--- config.mk ---
export PLATFORM = sky130hd
export DESIGN_NAME = branch_predictor
export DESIGN_NICKNAME = d
export VERILOG_FILES = /design/src/rtl/bp_pkg.sv /design/src/rtl/sat_counter.sv /design/src/rtl/branch_predictor.sv
export SDC_FILE = /design/constraint.sdc
export NUM_CORES = 1
export LEC_CHECK = 0
export CAP_MARGIN = 20
export CORE_ASPECT_RATIO = 0.75
export CORE_MARGIN = 5
export CORE_UTILIZATION = 48
export CTS_CLUSTER_DIAMETER = 40
export CTS_CLUSTER_SIZE = 28
export DETAILED_ROUTE_END_ITERATION = 8
export GPL_TIMING_DRIVEN = 0
export PLACE_DENSITY_LB_ADDON = 0.15
export SLEW_MARGIN = 10
export SYNTH_ARGS = -nofsm -noshare
export SYNTH_HDL_FRONTEND = slang
export SYNTH_SLANG_ARGS = --single-unit
--- constraint.sdc ---
create_clock -name clk -period 8.6 [get_ports clk]
set_clock_uncertainty 0.15 [all_clocks]
set_input_delay 1.29 -clock clk [delete_from_list [all_inputs] [get_ports clk]]
set_output_delay 1.29 -clock clk [all_outputs]
set_load 0.02 [all_outputs]
--- src/rtl/bp_pkg.sv ---
// Shared types, widths and helpers for the fetch-stage branch predictor.
package bp_pkg;

  localparam int unsigned ADDR_W  = 32;
  localparam int unsigned ENTRIES = 16;
  localparam int unsigned CNT_W   = 2;

  localparam int unsigned IDX_W = $clog2(ENTRIES);
  // Word-aligned PCs: bits [1:0] take part in neither index nor tag.
  localparam int unsigned TAG_W = ADDR_W - IDX_W - 2;

  localparam logic [CNT_W-1:0] CNT_MAX  = {CNT_W{1'b1}};
  // Fresh allocations start weakly taken.
  localparam logic [CNT_W-1:0] CNT_INIT = CNT_W'(1 << (CNT_W - 1));

  typedef logic [ADDR_W-1:0] addr_t;
  typedef logic [IDX_W-1:0]  idx_t;
  typedef logic [TAG_W-1:0]  tag_t;
  typedef logic [CNT_W-1:0]  cnt_t;

  typedef struct packed {
    logic  valid;
    tag_t  tag;
    addr_t target;
    cnt_t  cnt;
  } btb_entry_t;

  // Prediction carried down the pipeline next to the instruction.
  typedef struct packed {
    logic  taken;
    addr_t target;
    addr_t pc;
  } pred_t;

  function automatic idx_t idx_of(input addr_t pc);
    return IDX_W'(pc >> 2);
  endfunction

  function automatic tag_t tag_of(input addr_t pc);
    return TAG_W'(pc >> (IDX_W + 2));
  endfunction

endpackage

--- src/rtl/sat_counter.sv ---
// Combinational next value of a saturating up/down counter with parallel load.
module sat_counter #(
  parameter int unsigned CntW = 2
) (
  input  logic [CntW-1:0] cnt_i,
  input  logic            inc_i,
  input  logic            dec_i,
  input  logic            load_i,
  input  logic [CntW-1:0] load_val_i,
  output logic [CntW-1:0] cnt_o
);

  localparam logic [CntW-1:0] Max = {CntW{1'b1}};

  // Load wins over inc, inc over dec; the value holds at either rail.
  always_comb begin
    cnt_o = cnt_i;
    if (load_i) begin
      cnt_o = load_val_i;
    end else if (inc_i) begin
      if (cnt_i != Max) cnt_o = cnt_i + CntW'(1);
    end else if (dec_i) begin
      if (cnt_i != '0) cnt_o = cnt_i - CntW'(1);
    end
  end

endmodule

--- src/rtl/branch_predictor.sv ---
// Direct-mapped BTB with saturating counters: predicts in F, carries the
// prediction through D and E, and checks it against the branch resolved in E.
module branch_predictor
  import bp_pkg::*;
(
  input  logic              clk,
  input  logic              reset,
  input  logic [ADDR_W-1:0] PCF,
  input  logic              StallD,
  input  logic              FlushD,
  input  logic              FlushE,
  output logic              PredTakenF,
  output logic [ADDR_W-1:0] PredTargetF,
  input  logic              ValidE,
  input  logic              BranchE,
  input  logic              BranchTakenE,
  input  logic [ADDR_W-1:0] BranchTargetE,
  output logic              MispredictE,
  output logic [ADDR_W-1:0] RedirectPCE
);

  // Table storage; only valid and cnt are reset, tag/target are don't-care while invalid.
  logic  valid_q  [ENTRIES];
  logic  valid_d  [ENTRIES];
  cnt_t  cnt_q    [ENTRIES];
  cnt_t  cnt_d    [ENTRIES];
  tag_t  tag_q    [ENTRIES];
  tag_t  tag_d    [ENTRIES];
  addr_t target_q [ENTRIES];
  addr_t target_d [ENTRIES];

  pred_t fd_q, fd_d;
  pred_t de_q, de_d;

  idx_t  f_idx;
  logic  f_hit;
  idx_t  e_idx;
  tag_t  e_tag;
  logic  e_hit;
  cnt_t  e_cnt;
  cnt_t  cnt_next;

  logic  cnt_inc, cnt_dec, cnt_load;
  logic  we_valid, we_tag, we_target, we_cnt;
  btb_entry_t wr_entry;

  // Fetch lookup: combinational on PCF, always sees pre-update table contents.
  always_comb begin
    f_idx       = idx_of(PCF);
    f_hit       = valid_q[f_idx] && (tag_q[f_idx] == tag_of(PCF));
    PredTakenF  = f_hit && cnt_q[f_idx][CNT_W-1];
    PredTargetF = f_hit ? target_q[f_idx] : '0;
  end

  // Pipeline next-state: F->D holds on stall, clears on flush; D->E clears on flush.
  always_comb begin
    fd_d = fd_q;
    if (!StallD) begin
      if (FlushD) begin
        fd_d = '0;
      end else begin
        fd_d.taken  = PredTakenF;
        fd_d.target = PredTargetF;
        fd_d.pc     = PCF;
      end
    end
    de_d = FlushE ? '0 : fd_q;
  end

  // Pipeline prediction registers.
  always_ff @(posedge clk or posedge reset) begin
    if (reset) begin
      fd_q <= '0;
      de_q <= '0;
    end else begin
      fd_q <= fd_d;
      de_q <= de_d;
    end
  end

  // E-stage view of the entry the resolving instruction maps to.
  always_comb begin
    e_idx = idx_of(de_q.pc);
    e_tag = tag_of(de_q.pc);
    e_hit = valid_q[e_idx] && (tag_q[e_idx] == e_tag);
    e_cnt = cnt_q[e_idx];
  end

  sat_counter #(
    .CntW (CNT_W)
  ) u_sat_counter (
    .cnt_i      (e_cnt),
    .inc_i      (cnt_inc),
    .dec_i      (cnt_dec),
    .load_i     (cnt_load),
    .load_val_i (CNT_INIT),
    .cnt_o      (cnt_next)
  );

  // Update decision for the single write port.
  always_comb begin
    cnt_inc   = 1'b0;
    cnt_dec   = 1'b0;
    cnt_load  = 1'b0;
    we_valid  = 1'b0;
    we_tag    = 1'b0;
    we_target = 1'b0;
    we_cnt    = 1'b0;
    wr_entry.valid  = 1'b0;
    wr_entry.tag    = e_tag;
    wr_entry.target = BranchTargetE;
    wr_entry.cnt    = cnt_next;
    if (ValidE) begin
      if (BranchE) begin
        if (e_hit) begin
          we_cnt    = 1'b1;
          cnt_inc   = BranchTakenE;
          cnt_dec   = !BranchTakenE;
          we_target = BranchTakenE;
        end else if (BranchTakenE) begin
          // Allocate by overwriting whatever occupied the slot.
          cnt_load       = 1'b1;
          we_valid       = 1'b1;
          wr_entry.valid = 1'b1;
          we_tag         = 1'b1;
          we_target      = 1'b1;
          we_cnt         = 1'b1;
        end
      end else if (e_hit) begin
        // A non-branch hit means the entry is stale or aliased; drop it.
        we_valid = 1'b1;
      end
    end
  end

  // Table next-state: copy all entries, then apply the one write.
  always_comb begin
    valid_d  = valid_q;
    cnt_d    = cnt_q;
    tag_d    = tag_q;
    target_d = target_q;
    if (we_valid)  valid_d[e_idx]  = wr_entry.valid;
    if (we_cnt)    cnt_d[e_idx]    = wr_entry.cnt;
    if (we_tag)    tag_d[e_idx]    = wr_entry.tag;
    if (we_target) target_d[e_idx] = wr_entry.target;
  end

  // Valid bits and counters, asynchronously reset.
  always_ff @(posedge clk or posedge reset) begin
    if (reset) begin
      for (int i = 0; i < int'(ENTRIES); i++) begin
        valid_q[i] <= 1'b0;
        cnt_q[i]   <= '0;
      end
    end else begin
      valid_q <= valid_d;
      cnt_q   <= cnt_d;
    end
  end

  // Tags and targets, no reset.
  always_ff @(posedge clk) begin
    tag_q    <= tag_d;
    target_q <= target_d;
  end

  // Resolution check and redirect target.
  always_comb begin
    MispredictE = ValidE &&
                  ((BranchE && ((de_q.taken != BranchTakenE) ||
                                (BranchTakenE && (de_q.target != BranchTargetE)))) ||
                   (!BranchE && de_q.taken));
    RedirectPCE = (BranchE && BranchTakenE) ? BranchTargetE : de_q.pc + ADDR_W'(4);
  end

endmodule

# Yosys cells after proc, flatten, opt, wreduce, memory -nomap -nowiden
# Cells that the tools add are included.
# word_totals
regBits	1106
inputBits	72
out_inout_bits	66
wordCells	158
# op_classes
addsub	3
n_lt_le_gt_ge	3
n_eq_ne	5
muxes	61
n_bitwise	2
n_reduce_logical	14
# ops
operator	count
512-bit bitwise mux	1
416-bit bitwise mux	1
26-bit binary-select mux with 4-bit select	2
32-bit two-way mux	5
26-bit two-way mux	5
65-bit two-way mux	2
32-bit binary-select mux with 4-bit select	1
32-bit demux with 4-bit select	1
26-bit demux with 4-bit select	1
26-bit == test	2
32-bit by 3-bit adder with 32-bit output (second input constant)	1
32-bit bitwise mux	1
32-bit inequality test	1
1-bit two-way mux	24
2-bit two-way mux	10
2-bit binary-select mux with 4-bit select	2
16-bit bitwise mux	1
5-bit >= comparator (second input constant)	2
4-bit inverter with 5-bit output	2
1-bit logical AND	9
1-bit binary-select mux with 4-bit select	2
2-bit demux with 4-bit select	1
5-bit by 1-bit < comparator with 1-bit output (second input constant)	1
1-bit demux with 4-bit select	1
7 further kinds	9

# Longest topological paths before layout
# Gate-level depths: netlist of run 1.
# depth
depth_word	13
ltp_mapped	17

# Modules after synthesis
# From an unflattened synthesis of run 1, not the netlist that was laid out.
# hier_totals
cells_unflattened	2601
hier_area_um2	48053.6
# by_module_without_submodules
mod	instances	cells_each	area_per_inst_um2
branch_predictor	1	2590	47986.0
sat_counter	1	11	67.6

# Worst setup path after synthesis of run 1
# No wires, ideal clock.
# synth_path
kind	input-to-output
start	input PCF[2]
end	output PredTakenF
arrival_time_ps	4206
required_time_ps	7160
path_slack_ps	2954
cell_stages	8
n_path_buf	5
path_cell_list	buf_2 buf_4 buf_1 buf_1 buf_1 mux4_2 mux4_2 and3_1
# synth_via
elab_chain_len	7
elab_cells_between_ends	13
# synth_lines
item	line_no	text
start, declared	branch_predictor.sv:8	input logic [ADDR_W-1:0] PCF,
4-bit inverter with 5-bit output (implied by the code) (*)	branch_predictor.sv:50, branch_predictor.sv:51	
26-bit binary-select mux with 4-bit select	branch_predictor.sv:50	f_hit = valid_q[f_idx] && (tag_q[f_idx] == tag_of(PCF));
26-bit two-way mux (implied by the code) (2 in a row)	branch_predictor.sv:50	
26-bit == test	branch_predictor.sv:50	
1-bit logical AND	branch_predictor.sv:50	
1-bit logical AND (*)	branch_predictor.sv:51	PredTakenF = f_hit && cnt_q[f_idx][CNT_W-1];
end, declared	branch_predictor.sv:12	output logic PredTakenF,
# Mark *: on every way between the ends. The rest lies on a longest branch, timed or not. The select of a mux whose other input is x is not followed.

# Final worst setup path of run 1
# layout_path
start	register de_q[3] (netlist name)
end	output RedirectPCE[25]
# layout_via
elab_chain_len	2
# layout_lines
item	line_no	text
start, declared	branch_predictor.sv:33	pred_t de_q, de_d;
start signal, assigned	branch_predictor.sv:74	de_q <= '0;
start signal, assigned	branch_predictor.sv:77	de_q <= de_d;
32-bit by 3-bit adder with 32-bit output	branch_predictor.sv:173	RedirectPCE = (BranchE && BranchTakenE) ? BranchTargetE : de_q.pc + ADDR_W'(4);
32-bit two-way mux	branch_predictor.sv:173	
end, declared	branch_predictor.sv:19	output logic [ADDR_W-1:0] RedirectPCE
# Every way passes these cells.

==> metrics.cfg, run 1 <==
[synth]
yosysTopAreaCell=edfxtp_1
synthTopCellsByArea=edfxtp_1 (58%), mux4_2 (18%), dfrtp_1 (9.3%)
yosysTopAreaCellShare_pct=58.1
yosysUniqueCellTypes=60
synthArstFlopShare_pct=16.1
ys_seq_area_share_pct=67.4
synth_area_sq_um=47900
synthCells=2561
yosysWarnings=0
syn-mean-instance-area_sq_um=18.7
synth_edf_count=928
ys_seq_elements=1106
syn-num-nets=2637
synth_ff_type=edfxtp_1

[placement]
place_congestion=0.956
port-buffer-count=131
dp_slack_ps=483
placed_cells=4071
hpwlAfterDp_um=106000

[route]
routed_wirelength_um=151000
ant_nets=0
dr.pass1.iters=8
vias=28007
first_iter_violations=4052
viasPerCell=6.45
drc=0
wl_per_cell_um=34.8

[clocking]
clock_sink_count=1106
cts_buffers=137
cts_hold_buf=0
clk_latency_ps=740
cts-root-buf=clkbuf_16
cts.clk_slew.worst_paths_ps=60
cts_tree=built
cts_buffer_depth=3
htree_levels=4
postCtsSetupBuffers=0
ctsResizeCount=0

[finish]
fin_cells=4339
drive_gt1_share_pct=26.6
fin_nets=2970
area_growth_syn_to_layout_pct=18.8

[pwr]
swShare_pct=24.0
pwr-share-seq_pct=46.2
combPwrFrac_pct=7.4
p_sw_mw=3.10
clkPwrFrac_pct=46.4
p_int_mw=9.78
power_leakage_nw=19.7
power.density_nw_per_um2=226
peakVddDrop_mv=0.196

[timing]
fmax_mhz=124
fin_crit_ps=8070
max_slew_margin_pct=17.5
tightestPinTransition_ps=1220
hold_violations=0
finalCritPeriodShare_pct=93.8
setup_ws_ps=530
tns_ps=0
grt_setup_unrepaired=no
slew_viol_final=0
finalSetupViolCount=0

[flow_run]
drv_cap=0

[global_route]
grt_antenna_before_repair=8
overflow=0
grt_usage_pct=28.3
grt_max_degree=104
first_global_vias=27786
grt_first_pass_wirelength_um=210000

[run_status]
status=completed

[die]
die_w_um=375
design.core.area_sq_um=99200
io_pins=138
dieArea_sq_um=106000
start_util_pct=48.3
die_h_um=284
rows=100

[critical_path]
crit_path_max_fanout=10
cp.required_ps=7160
worstSetupPathType=register to output pin
startpoint_type=register
cp-end-kind=output pin
worstPathArrival_ps=6630

[hold_path]
worstHoldPathType=register to register

==> registers in the layout (all words and copies together) (netlist names) <==
name      cells
tag_q       416
de_q         65
valid_q      16
fd_q         65
target_q    512
cnt_q        32
==> power groups by stage <==
stage	clock network [mW]	logic [mW]	registers [mW]
2_1_floorplan	0	0.531	6.02
3_3_place_gp	0	0.908	6.05
3_5_place_dp	0	0.931	6.05
4_1_cts	6.03	0.935	5.94
5_1_grt	6.28	1.00	5.95
6_report	5.97	0.959	5.95
==> worst paths after layout <==
path                              start         endpoint  slack (ps)  cells past startpoint
worst min-delay path            fd_q[8]          fd_q[8]         330                      2
min in group asynchronous         reset         de_q[43]        1000                      2
worst min register to register  fd_q[8]          fd_q[8]         330                      2
worst max register to register  de_q[3]        tag_q[67]        2110                     17
worst max-delay path            de_q[3]  RedirectPCE[25]         530                     13
max in group asynchronous         reset          fd_q[0]        6420                      3
==> metrics by stage <==
stage	cell area, sq um	utilization (%)	power [mW]	hold WS, ps
CTS	56800	57.3	12.9	331
global route	56900	57.4	13.2	357
detailed placement	52000	52.4	6.99	315
floorplan	47900	-	6.55	296
finish	57000	57.4	12.9	328
global placement	50900	51.3	6.96	309
==> cells in the final DEF (no fill, tap or decap), types with 9 or more instances in the layout <==
cell / count
mux2i_1: 76
and2_1: 15
edfxtp_1: 928
clkinv_4: 14
bufinv_16: 14
buf_6: 26
a21o_1: 18
xnor2_1: 69
buf_12: 29
mux2_2: 14
a22oi_1: 17
nor2b_1: 73
buf_4: 17
xor2_1: 49
inv_6: 19
buf_2: 19
buf_1: 25
nor4_1: 9
clkinv_2: 16
nand2_1: 128
nor2_1: 15
buf_8: 11
o211a_1: 16
nand4_1: 20
nand2b_1: 67
and3_1: 44
clkinvlp_4: 17
inv_2: 16
clkdlybuf4s50_1: 131
clkbuf_16: 140
a2bb2oi_1: 32
nand3_1: 30
o21ai_0: 99
mux4_2: 392
clkbuf_1: 106
dfrtp_1: 178
buf_16: 9
nor2_4: 16
==> cell type report <==
class                           count  area, sq um
Antenna cell                        3         7.51
Buffer                            172          851
Clock buffer                      151         3570
Clock inverter                    104         1210
Fill cell                        7345        42300
Inverter                           23         93.8
Multi-Input combinational cell   1260        14800
Sequential cell                  1106        32300
Tap cell                         1326         1660
Timing Repair Buffer              194         2440
==> worst max-delay path, stage by stage, from the launching register on <==
cell and delay (ps):
dfrtp_1 450, buf_2 310, buf_2 410, buf_2 560, clkbuf_1 320, buf_8 240
buf_2 350, nand3_1 180, nor4_1 610, nand3_1 340, nor2_1 220, xnor2_1 100
o21ai_0 970, clkdlybuf4s50_1 810
==> per-layer routing <==
layer  wire (um)  track usage, %  vias to the layer above
li1            -               -                    11081
met1       61500            41.4                    14795
met2       63100            38.7                     1870
met3       22700            12.9                      259
met4        3770            7.53                        2
met5          13               0                        -
==> Yosys cell counts, types with 44 or more instances <==
cell / number
clkbuf_1: 99
dfrtp_1: 178
xnor2_1: 69
nand2_1: 128
and3_1: 44
xor2_1: 49
nand2b_1: 67
nor2b_1: 73
mux2i_1: 76
o21ai_0: 99
mux4_2: 392
edfxtp_1: 928
==> kinds of logic after synthesis <==
| group | share of synthesized area [%] |
|---|---|
| multiplexers | 20.4 |
| XOR/XNOR | 2.16 |
| AO/OA/AOI/OAI | 3.23 |
| adder cells (fa/ha/maj) | 0.125 |
| buffers and inverters | 1.95 |
| flip-flops | 67.4 |
| AND/OR/NAND/NOR | 4.73 |
Power figures use the tool's default switching activity.
==> inputs of run 2 (changes only) <==
--- a/config.mk
+++ b/config.mk
@@ -12,9 +12,11 @@
 export CTS_CLUSTER_DIAMETER = 40
 export CTS_CLUSTER_SIZE = 28
 export DETAILED_ROUTE_END_ITERATION = 8
+export GPL_ROUTABILITY_DRIVEN = 0
 export GPL_TIMING_DRIVEN = 0
 export PLACE_DENSITY_LB_ADDON = 0.15
 export SLEW_MARGIN = 10
 export SYNTH_ARGS = -nofsm -noshare
 export SYNTH_HDL_FRONTEND = slang
 export SYNTH_SLANG_ARGS = --single-unit
+export TNS_END_PERCENT = 5
==> run 2 against run 1 <==
Effect of this change:
- register-to-register slack better by 300 ps
- first-iteration DRC count is 6.0% higher
- count of clock-buffer cells in the layout is 2 lower
- critical path type unchanged
- global-route usage is 0.28 points higher
- power is 0.55% higher
==> metrics.cfg, run 2 (synthesized netlist as in run 1, its figures left out) <==
[pwr]
peakVddDrop_mv=0.209  ; +6.8%
power.density_nw_per_um2=228  ; +0.86%
power_leakage_nw=19.6  ; -0.36%

[clocking]
cts_buffer_depth=3  ; unchanged
clock_sink_count=1106  ; unchanged
htree_levels=4  ; unchanged
postCtsSetupBuffers=0  ; unchanged
clk_latency_ps=730  ; about the same
cts_tree=built
cts_hold_buf=0  ; unchanged
ctsResizeCount=0  ; unchanged
cts.clk_slew.worst_paths_ps=60  ; about the same
cts-root-buf=clkbuf_16
cts_buffers=134  ; -2.2%

[critical_path]
cp.required_ps=7160  ; about the same
crit_path_max_fanout=10  ; unchanged
path_cells=buf_2 -> buf_2 -> buf_2 -> clkbuf_1 -> buf_8 -> buf_2 -> nand3_1 -> nor4_1 -> nand3_1 -> nor2_1 -> xnor2_1 -> o21ai_0 -> clkdlybuf4s50_1
worstPathArrival_ps=6660  ; +30 ps
crit_family=buffers and inverters
crit_buf_inv=7  ; unchanged
startpoint_type=register
cpMostUsedCell=buf_2
regToRegEndpoint=tag_q[315]
r2r_cells=16  ; -1
rrSetupSlack_ps=2410  ; +300 ps
slowest_stage=o21ai_0
r2r-start=de_q[3]
slowest_delay_ps=830  ; -140 ps
cp-end-kind=output pin
worstSetupPathType=register to output pin

[global_route]
grt_usage_pct=28.6  ; +0.28 points
grt_max_degree=93  ; -11%
grt_first_pass_wirelength_um=214000  ; +1.8%
overflow=0  ; unchanged
grt_antenna_before_repair=3  ; -5
first_global_vias=28268  ; +1.7%

[placement]
port-buffer-count=131  ; unchanged
hpwlAfterDp_um=106000  ; +0.24%
placed_cells=4067  ; -0.098%

[finish]
fin_nets=2960  ; -0.34%
largest_reg_flops=512  ; unchanged
final_common_cell=edfxtp_1
utilization_pct=57.2  ; -0.18 points
area_growth_syn_to_layout_pct=18.5
fillers=7423  ; +1.1%
final_cell_mix=edfxtp_1 (928), mux4_2 (392), dfrtp_1 (178)
reg_top3=target_q x512, tag_q x416
drive_gt1_share_pct=26.0  ; -0.69 points
fin_cells=4325  ; -0.32%
regMostFlops=target_q

[die]
start_util_pct=48.3  ; unchanged
die_w_um=375  ; unchanged
design.core.area_sq_um=99200  ; unchanged
rows=100  ; unchanged
io_pins=138  ; unchanged
dieArea_sq_um=106000  ; unchanged
die_h_um=284  ; unchanged

[route]
vias=28295  ; +1.0%
wl_per_cell_um=35.3  ; +1.5%
routed_wirelength_um=153000  ; +1.1%
viasPerCell=6.54  ; +1.4%
drc=0  ; unchanged
dr.pass1.iters=8  ; unchanged
ant_nets=0  ; unchanged
first_iter_violations=4296  ; +6.0%

[hold_path]
hp-start=fd_q[37]
whs_path_depth=2  ; unchanged
worstHoldPathType=register to register
hold_path_end=fd_q[37]

[timing]
hold_violations=0  ; unchanged
fmax_mhz=123  ; -0.41%
finalSetupViolCount=0  ; unchanged
grt_setup_unrepaired=no
fin_crit_ps=8100  ; +32.8 ps
finalCritPeriodShare_pct=94.2  ; +0.38 points
slew_viol_final=0  ; unchanged
max_slew_margin_pct=22.6  ; +5.2 points
tightestPinTransition_ps=1160  ; -64.4 ps

[flow_run]
drv_cap=0  ; unchanged

[run_status]
status=completed

run 2: changes by cell type in the layout (fill, tap and decap cells not counted), sizes merged:
| cell | delta |
|---|---|
| buf | -7 |
| bufinv | +7 |
| clkbuf | -2 |
| clkinv | -1 |
| clkinvlp | -6 |
| diode | -1 |
| inv | -4 |
run 2: cell type report:
| class | count | area, sq um | share of cell area [%] |
|---|---|---|---|
| Sequential cell | 1106 | 32300 | 56.9 |
| Multi-Input combinational cell | 1260 | 14800 | 26.1 |
| Clock buffer | 149 | 3490 | 6.15 |
| Timing Repair Buffer | 187 | 2250 | 3.96 |
| Tap cell | 1326 | 1660 | 2.92 |
| Clock inverter | 100 | 1310 | 2.30 |
| Buffer | 172 | 850 | 1.50 |
| Inverter | 23 | 93.8 | 0.165 |
| Antenna cell | 2 | 5.00 | 0.00881 |
run 2: worst max path at each step:
stage                 start         endpoint  slack [ps]  cells past startpoint
floorplan             reset         cnt_q[0]        2330                      1
global placement    de_q[3]        tag_q[10]       -1660                     14
detailed placement   PCF[2]       PredTakenF         800                     10
CTS                  PCF[2]   PredTargetF[4]         780                     10
global route        de_q[3]  RedirectPCE[29]         420                     13
finish              de_q[3]  RedirectPCE[29]         500                     13
run 2: stage by stage:
| stage | TNS, ps | instance area, sq um | power, mW | hold slack, ps | setup slack [ps] |
|---|---|---|---|---|---|
| 2_1_floorplan | 0 | 47900 | 6.55 | 296 | 2330 |
| 3_3_place_gp | -137020 | 50900 | 6.96 | 309 | -1660 |
| 3_5_place_dp | 0 | 51900 | 6.99 | 316 | 799 |
| 4_1_cts | 0 | 56700 | 13.0 | 331 | 777 |
| 5_1_grt | 0 | 56800 | 13.3 | 344 | 417 |
| 6_report | 0 | 56800 | 13.0 | 329 | 497 |
run 2: routing by layer:
layer  vias to the layer above  GRT usage, %  part of all wire [%]
met5                         -             0                     0
met4                         0          7.31                   2.5
met3                       226          10.6                    14
met2                      1919          39.3                    42
met1                     15099          43.4                    42
li1                      11051             -                     -
run 2: power by group:
| part | leakage, nW | switching [mW] | internal [mW] | total [mW] |
|---|---|---|---|---|
| clock network | 2.31 | 2.40 | 3.64 | 6.04 |
| logic | 6.20 | 0.570 | 0.388 | 0.957 |
| registers | 11.1 | 0.0756 | 5.87 | 5.95 |
| total | 19.6 | 3.05 | 9.90 | 13.0 |
run 2: worst register-to-register path: stages (launching register included):
cell,delay [ps]
dfrtp_1,470
buf_2,310
buf_2,420
buf_2,430
clkbuf_1,420
buf_8,240
mux4_2,320
mux2i_1,180
xor2_1,510
o211ai_1,360
o21ai_0,390
o2111a_1,370
and3_1,190
buf_4,130
buf_2,440
nor2_4,270
buf_12,260
